File: config.mk
export PLATFORM = sky130hd
export DESIGN_NAME = wb_uart_fifo_slave
export DESIGN_NICKNAME = d
export VERILOG_FILES = /design/src/rtl/wb_uart_pkg.sv /design/src/rtl/sync_fifo.sv /design/src/rtl/wb_uart_fifo_slave.sv
export SDC_FILE = /design/constraint.sdc
export NUM_CORES = 1
export LEC_CHECK = 0
export BUFFER_PORTS_ARGS = -buffer_cell sky130_fd_sc_hd__buf_4
export CAP_MARGIN = 20
export CORE_UTILIZATION = 53
export DETAILED_ROUTE_END_ITERATION = 10
export PLACE_DENSITY = 0.8
export SYNTH_ARGS = -nofsm -noshare
export SYNTH_HDL_FRONTEND = slang
export SYNTH_SLANG_ARGS = --single-unit
export TNS_END_PERCENT = 10
File: constraint.sdc
create_clock -name clk_bus -period 2.6 [get_ports clk_bus]
set_input_delay 0.39 -clock clk_bus [delete_from_list [all_inputs] [get_ports clk_bus]]
set_output_delay 0.39 -clock clk_bus [all_outputs]
set_load 0.01 [all_outputs]
File: src/rtl/wb_uart_pkg.sv
// Shared register map, STATUS/CTRL bit positions and TX sequencer states
// for the buffered Wishbone UART slave.
package wb_uart_pkg;

    // Register offsets, decoded from adr_i[3:2]
    localparam logic [1:0] REG_DATA   = 2'd0;
    localparam logic [1:0] REG_STATUS = 2'd1;
    localparam logic [1:0] REG_CTRL   = 2'd2;
    localparam logic [1:0] REG_CLEAR  = 2'd3;

    // STATUS bit positions
    localparam int ST_RX_VALID    = 0;
    localparam int ST_TX_NOT_FULL = 1;
    localparam int ST_TX_IDLE     = 2;
    localparam int ST_OVERRUN     = 3;
    localparam int ST_RX_COUNT    = 8;
    localparam int ST_TX_COUNT    = 16;

    // CTRL bit positions
    localparam int CTRL_RX_IE = 0;
    localparam int CTRL_TX_IE = 1;

    // TX launch sequencer: LAUNCH/GUARD give the transmitter time to raise busy
    typedef enum logic [1:0] {
        TX_IDLE   = 2'd0,
        TX_LAUNCH = 2'd1,
        TX_GUARD  = 2'd2
    } tx_state_t;

endpackage

File: src/rtl/sync_fifo.sv
// Single-clock FIFO with first-word fall-through head, occupancy count and
// push+pop in the same cycle allowed even when full.
module sync_fifo #(
    parameter int WIDTH = 8,
    parameter int DEPTH = 16
) (
    input  logic                     clk,
    input  logic                     rst_n,
    input  logic                     push,
    input  logic                     pop,
    input  logic [WIDTH-1:0]         din,
    output logic [WIDTH-1:0]         dout,
    output logic                     full,
    output logic                     empty,
    output logic [$clog2(DEPTH):0]   count
);
    localparam int AW = $clog2(DEPTH);
    localparam logic [AW:0] FULL_COUNT = (AW + 1)'(DEPTH);

    logic [WIDTH-1:0] mem [DEPTH];
    logic [AW-1:0]    wr_ptr;
    logic [AW-1:0]    rd_ptr;
    logic             do_push;
    logic             do_pop;

    assign empty   = (count == '0);
    assign full    = (count == FULL_COUNT);
    assign do_pop  = pop & ~empty;
    // A pop in the same cycle frees the slot, so a full FIFO still accepts
    assign do_push = push & (~full | do_pop);
    assign dout    = mem[rd_ptr];

    // Storage array
    // NOTE: the data array has no reset; only pointers and count define validity,
    // which keeps it mappable to plain RAM.
    always_ff @(posedge clk) begin
        if (do_push) mem[wr_ptr] <= din;
    end

    // Pointers wrap naturally because DEPTH is a power of two
    // NOTE: sequential state uses non-blocking assignments so every register
    // samples pre-edge values regardless of block order.
    always_ff @(posedge clk or negedge rst_n) begin
        if (!rst_n) begin
            wr_ptr <= '0;
            rd_ptr <= '0;
            count  <= '0;
        end else begin
            if (do_push) wr_ptr <= wr_ptr + 1'b1;
            if (do_pop)  rd_ptr <= rd_ptr + 1'b1;
            case ({do_push, do_pop})
                2'b10:   count <= count + 1'b1;
                2'b01:   count <= count - 1'b1;
                default: count <= count;
            endcase
        end
    end

endmodule

File: src/rtl/wb_uart_fifo_slave.sv
// Wishbone pipelined slave in front of a byte UART: RX/TX FIFOs, STATUS with
// occupancy counts, sticky RX overrun, retry on full TX, level interrupt.
module wb_uart_fifo_slave
    import wb_uart_pkg::*;
#(
    parameter int RX_DEPTH = 16,
    parameter int TX_DEPTH = 16
) (
    input  logic        clk_bus,
    input  logic        rst_bus_n,
    input  logic [31:0] adr_i,
    input  logic [31:0] dat_i,
    output logic [31:0] dat_o,
    input  logic [3:0]  sel_i,
    input  logic        cyc_i,
    input  logic        stb_i,
    input  logic        we_i,
    output logic        ack_o,
    output logic        rty_o,
    output logic        err_o,
    output logic        stall_o,
    output logic        irq_o,
    input  logic [7:0]  uart_dat_i,
    input  logic        uart_ready,
    output logic        uart_clear,
    output logic [7:0]  uart_dat_o,
    output logic        uart_start,
    input  logic        uart_busy
);
    localparam int RX_CW = $clog2(RX_DEPTH) + 1;
    localparam int TX_CW = $clog2(TX_DEPTH) + 1;

    logic             accept;
    logic [1:0]       reg_sel;
    logic             data_read;
    logic             data_write;
    logic             retry;
    logic [31:0]      rdata;
    logic [31:0]      status;
    logic [1:0]       ctrl;
    logic             overrun;
    logic             overrun_set;
    logic             tx_idle;

    logic             rx_pop;
    logic             rx_full;
    logic             rx_empty;
    logic [7:0]       rx_head;
    logic [RX_CW-1:0] rx_count;

    logic             tx_push;
    logic             tx_pop;
    logic             tx_full;
    logic             tx_empty;
    logic [7:0]       tx_head;
    logic [TX_CW-1:0] tx_count;

    tx_state_t        tx_state;
    tx_state_t        tx_state_next;

    logic             unused_bits;

    assign unused_bits = &{1'b0, adr_i[31:4], adr_i[1:0], dat_i[31:8], sel_i[3:1]};

    assign err_o   = 1'b0;
    assign stall_o = 1'b0;

    assign accept     = cyc_i & stb_i;
    assign reg_sel    = adr_i[3:2];
    assign data_read  = accept & ~we_i & (reg_sel == REG_DATA);
    assign data_write = accept &  we_i & (reg_sel == REG_DATA) & sel_i[0];
    assign retry      = data_write & tx_full;
    assign tx_push    = data_write & ~tx_full;
    assign rx_pop     = data_read & ~rx_empty;

    // Every received byte is consumed immediately; it lands in the FIFO or is lost
    assign uart_clear  = uart_ready;
    assign overrun_set = uart_ready & rx_full & ~rx_pop;
    assign tx_idle     = tx_empty & (tx_state == TX_IDLE);

    sync_fifo #(.WIDTH(8), .DEPTH(RX_DEPTH)) u_rx_fifo (
        .clk   (clk_bus),
        .rst_n (rst_bus_n),
        .push  (uart_ready),
        .pop   (rx_pop),
        .din   (uart_dat_i),
        .dout  (rx_head),
        .full  (rx_full),
        .empty (rx_empty),
        .count (rx_count)
    );

    sync_fifo #(.WIDTH(8), .DEPTH(TX_DEPTH)) u_tx_fifo (
        .clk   (clk_bus),
        .rst_n (rst_bus_n),
        .push  (tx_push),
        .pop   (tx_pop),
        .din   (dat_i[7:0]),
        .dout  (tx_head),
        .full  (tx_full),
        .empty (tx_empty),
        .count (tx_count)
    );

    // STATUS snapshot and read-data mux, both from pre-edge state
    // NOTE: every variable gets a default at the top of always_comb so no path
    // leaves it unassigned and no latch is inferred.
    always_comb begin
        status                      = '0;
        status[ST_RX_VALID]         = ~rx_empty;
        status[ST_TX_NOT_FULL]      = ~tx_full;
        status[ST_TX_IDLE]          = tx_idle;
        status[ST_OVERRUN]          = overrun;
        status[ST_RX_COUNT +: 8]    = 8'(rx_count);
        status[ST_TX_COUNT +: 8]    = 8'(tx_count);

        rdata = '0;
        case (reg_sel)
            REG_DATA:   if (!rx_empty) rdata = {23'd0, 1'b1, rx_head};
            REG_STATUS: rdata = status;
            REG_CTRL:   rdata = {30'd0, ctrl};
            default:    rdata = '0;
        endcase
    end

    // Bus termination: one-cycle ack or retry, read data alongside
    always_ff @(posedge clk_bus or negedge rst_bus_n) begin
        if (!rst_bus_n) begin
            ack_o <= 1'b0;
            rty_o <= 1'b0;
            dat_o <= '0;
        end else begin
            ack_o <= accept & ~retry;
            rty_o <= retry;
            dat_o <= (accept & ~we_i) ? rdata : '0;
        end
    end

    // CTRL register, sticky overrun (a new overrun beats a same-cycle clear) and interrupt
    always_ff @(posedge clk_bus or negedge rst_bus_n) begin
        if (!rst_bus_n) begin
            ctrl    <= '0;
            overrun <= 1'b0;
            irq_o   <= 1'b0;
        end else begin
            if (accept && we_i && reg_sel == REG_CTRL) ctrl <= dat_i[1:0];
            if (overrun_set)
                overrun <= 1'b1;
            else if (accept && we_i && reg_sel == REG_CLEAR && dat_i[0])
                overrun <= 1'b0;
            irq_o <= (ctrl[CTRL_RX_IE] & (~rx_empty | overrun)) |
                     (ctrl[CTRL_TX_IE] & tx_idle);
        end
    end

    // TX sequencer state register
    always_ff @(posedge clk_bus or negedge rst_bus_n) begin
        if (!rst_bus_n) tx_state <= TX_IDLE;
        else            tx_state <= tx_state_next;
    end

    // TX sequencer: launch head byte when idle, then hold off two cycles
    always_comb begin
        tx_state_next = tx_state;
        tx_pop        = 1'b0;
        uart_start    = 1'b0;
        uart_dat_o    = '0;
        case (tx_state)
            TX_IDLE: begin
                if (!tx_empty && !uart_busy) begin
                    uart_start    = 1'b1;
                    uart_dat_o    = tx_head;
                    tx_pop        = 1'b1;
                    tx_state_next = TX_LAUNCH;
                end
            end
            TX_LAUNCH: tx_state_next = TX_GUARD;
            TX_GUARD:  tx_state_next = TX_IDLE;
            default:   tx_state_next = TX_IDLE;
        endcase
    end

endmodule

==> run_results.csv <==
group,metric,value,unit
outcome,status,"complete, but fails checks",
outcome,violations,"setup timing",
min_path,hold_path.class,"in2reg",
worst_setup_path,required,2.21,ns
drt,first_iter_violations,538,
floorplanning,dieWidth,156,um
yosys,synth_cell_types,53,
worst_setup_path,endpoint_kind,"primary output",
worst_setup_path,crit_path_top_delay_cell,"mux4_2",
drt,dr.pass1.iters,5,
timing,setup_viol,8,
clock_network,path_clk_slew,0.06,ns
min_path,hold_depth,1,
worst_setup_path,worst-setup-path-type,"reg2out",
flow_run,drv_cap,0,
drt,vias_per_cell,5.78,
pwr,p_per_area,992,nW/um^2
clock_network,cts_inserted_buffers,30,
timing,slew_headroom,0.413,
floorplanning,io_pins,130,
layout,multiInputGateArea,3420,sq um
floorplanning,core_area,23400,sq um
timing,skew,0.0121,ns
layout,antenna_cells,0,
worst_setup_path,arrival,2.35,ns
floorplanning,die_h,156,um
min_path,hold_path_startpoint,"uart_dat_i[0]",
timing,hold_violations,0,
timing,fin_setup_tns,-0.878,ns
grt,antenna_found_initial,0,
pwr,peakVddDrop,0.583,mV
clock_network,clk_latency,0.55,ns
floorplanning,start_util,0.540,
yosys,synth-main-ff-cell,"edfxtp_1",
drt,num_vias,6478,
layout,fill_cells,1595,
drt,wire_per_inst,21.6,um
drt,drt-total-wl,24.2,mm
yosys,synth_edf_count,256,
min_path,hold_path_end,"u_rx_fifo.mem[1][0]",
yosys,synthArstFlopShare,0.169,
clock_network,cts_root_buffer,"clkbuf_16",
drt,ant_nets,0,
worst_setup_path,ff2ff_setup_slack,0.03,ns
floorplanning,num_rows,56,
worst_setup_path,rr_worst_depth,11,
layout,nets,879,
yosys,yosysWarnings,0,
yosys,ys_seq_area_frac,0.711,
placed_design,hpwl,15.5,mm
placed_design,routabilityCongestion,0.825,
worst_setup_path,r2r-start,"u_tx_fifo.count[1]",
pwr,total_power,14.6,mW
worst_setup_path,critical_path.max_fanout,10,
yosys,syn_area_per_cell,18.6,sq um
layout,regArea,8990,sq um
worst_setup_path,cpMostUsedCell,"a211oi_2",
yosys,netlist_instances,681,
layout,drive_gt1_frac,0.294,
drt,drc_errors,0,
clock_network,clockBufferDepth,3,
timing,clock.fmax,365,MHz
floorplanning,floorplan.die_area,24500,sq um
layout,utilization,0.630,
worst_setup_path,cpPeakStageDelay,0.50,ns
timing,hold_ws,0.140,ns
worst_setup_path,rr_endpoint,"u_tx_fifo.count[4]",
grt,grt_first_pass_wirelength,37.7,mm
layout,areaGrowthSynthToFinish,16.6,%
worst_setup_path,cp_cell_sequence,"buf_12 -> mux4_2 -> nor2b_1 -> a211oi_2 -> a211oi_2 -> buf_4",
grt,grt_pass1_vias,6747,
timing,min_period_over_period,1.05,
timing,fin_crit,2.74,ns
pwr,power_leakage,5.34,nW
worst_setup_path,startpoint_type,"flop",
grt,grt_max_degree,53,
grt,grtUsageTotal,0.206,
yosys,synth_area,12600,sq um
timing,worst_pin_slew,0.881,ns
timing,rsz0062_at_grt,"true",
clock_network,h-tree-depth,1,
grt,gr-total-overflow,0,
timing,worst_slack,-0.143,ns
clock_network,cts.sinks,308,
timing,maxSlewViolCount,0,
placed_design,io_buffers,56,
clock_network,cts_tree,"done",
yosys,ys_ff_latch,308,
stage by stage:
step / std cells / cell area (sq um) / worst slack (ns)
after floorplan: 696 / 12700 / -0.00997
after global placement: 1062 / 13600 / -0.0710
after detailed placement: 1062 / 13600 / -0.0846
after CTS: 1121 / 14700 / -0.151
after global routing: 1121 / 14700 / -0.220
final: 1121 / 14700 / -0.143
timing repair:
item	4_1_cts	5_1_grt
hold endpoints to repair	52	0
gates resized for setup	12	7
setup endpoints to repair	8	11
hold buffers	1	0
pin swaps	8	1
setup buffers	3	0
cell usage after synthesis, types with 5 or more instances:
master	number	area, sq um
a211oi_1	25	188
a21oi_1	7	35.0
and2_1	5	31.3
and3_1	23	144
and4b_1	8	80.1
buf_2	8	40.0
buf_4	22	165
clkbuf_1	18	67.6
dfrtp_1	52	1300
edfxtp_1	256	7690
ha_1	17	213
inv_1	15	56.3
mux2_2	7	78.8
mux2i_1	17	170
mux4_1	9	236
mux4_2	55	1240
nand2_1	18	67.6
nand3_1	7	35.0
nor2_1	7	26.3
nor2b_1	19	119
nor3_1	7	35.0
o21ai_0	10	50.1
xnor2_1	15	131
xor2_1	8	70.1
registers in the layout, indices dropped and copies added, names as in the netlist:
name and flops:
ctrl 2, irq_o 1, rty_o 1, u_tx_fifo.wr_ptr 4, u_rx_fifo.rd_ptr 4, u_rx_fifo.count 5
u_tx_fifo.rd_ptr 4, u_tx_fifo.count 5, dat_o 18, ack_o 1, tx_state 2, overrun 1
u_tx_fifo.mem 128, u_rx_fifo.wr_ptr 4, u_rx_fifo.mem 128
placed cells by master, fill, tap and decap left out, types with 8 or more instances in the layout:
cell,n
dfrtp_1,51
inv_1,15
xnor2_1,15
ha_1,15
nand2_1,18
a211oi_1,15
nor2b_1,19
and4b_1,8
buf_4,99
o21ai_0,10
mux4_1,9
edfxtp_1,256
and3_1,23
mux2i_1,14
a211oi_2,8
conb_1,16
xor2_1,8
mux4_2,55
clkbuf_16,31
routing by layer:
metal  share of wire  vias to the layer above  GRT usage
met4           0.036                        0     0.0812
met1            0.39                     3363      0.258
met2            0.54                      195      0.367
met5               0                        -          0
met3           0.042                       56     0.0233
li1                -                     2864          -
critical path: cells and delay by family (launching register included):
family	cells	cell delay, ns
multiplexers	1	0.50
flip-flops	1	0.46
AO/OA/AOI/OAI	2	0.32
buffers and inverters	2	0.37
AND/OR/NAND/NOR	1	0.16
where the power goes:
group	switching, mW	internal (mW)	total [mW]
clock	1.76	2.64	4.41
sequential	0.382	5.79	6.18
combinational	1.99	2.04	4.03
total	4.13	10.5	14.6
area by class of cell:
cell class / instances / share of cell area
clock buffer: 44 / 0.0600
clock inverter: 12 / 0.00926
sequential: 308 / 0.610
inverter: 17 / 0.00433
multi-input combinational: 317 / 0.232
tap: 319 / 0.0271
timing repair buffer: 104 / 0.0566
cell families (layout without fill, tap and decap cells):
group           Yosys count  after routing  synth area share
compound gates           58             58            0.0322
xor+xnor                 23             23            0.0159
fa+ha+maj                18             18            0.0184
buf+inv                  71            177            0.0305
flops                   308            308             0.711
mux                      88             88             0.136
other cells               1             16          0.000297
simple gates            114            114            0.0552
worst max path at each step:
stage / cells past startpoint / slack (ns) / end / from
after detailed placement: 11 / -0.08 / u_rx_fifo.count[4] / we_i
final: 6 / -0.14 / uart_dat_o[2] / u_tx_fifo.rd_ptr[0]
after CTS: 6 / -0.15 / uart_dat_o[0] / u_tx_fifo.rd_ptr[0]
after floorplan: 10 / -0.01 / u_rx_fifo.count[4] / u_rx_fifo.count[0]
after global routing: 6 / -0.22 / uart_dat_o[2] / u_tx_fifo.count[4]
after global placement: 11 / -0.07 / u_rx_fifo.count[4] / we_i
(Power assumes the default switching activity.)
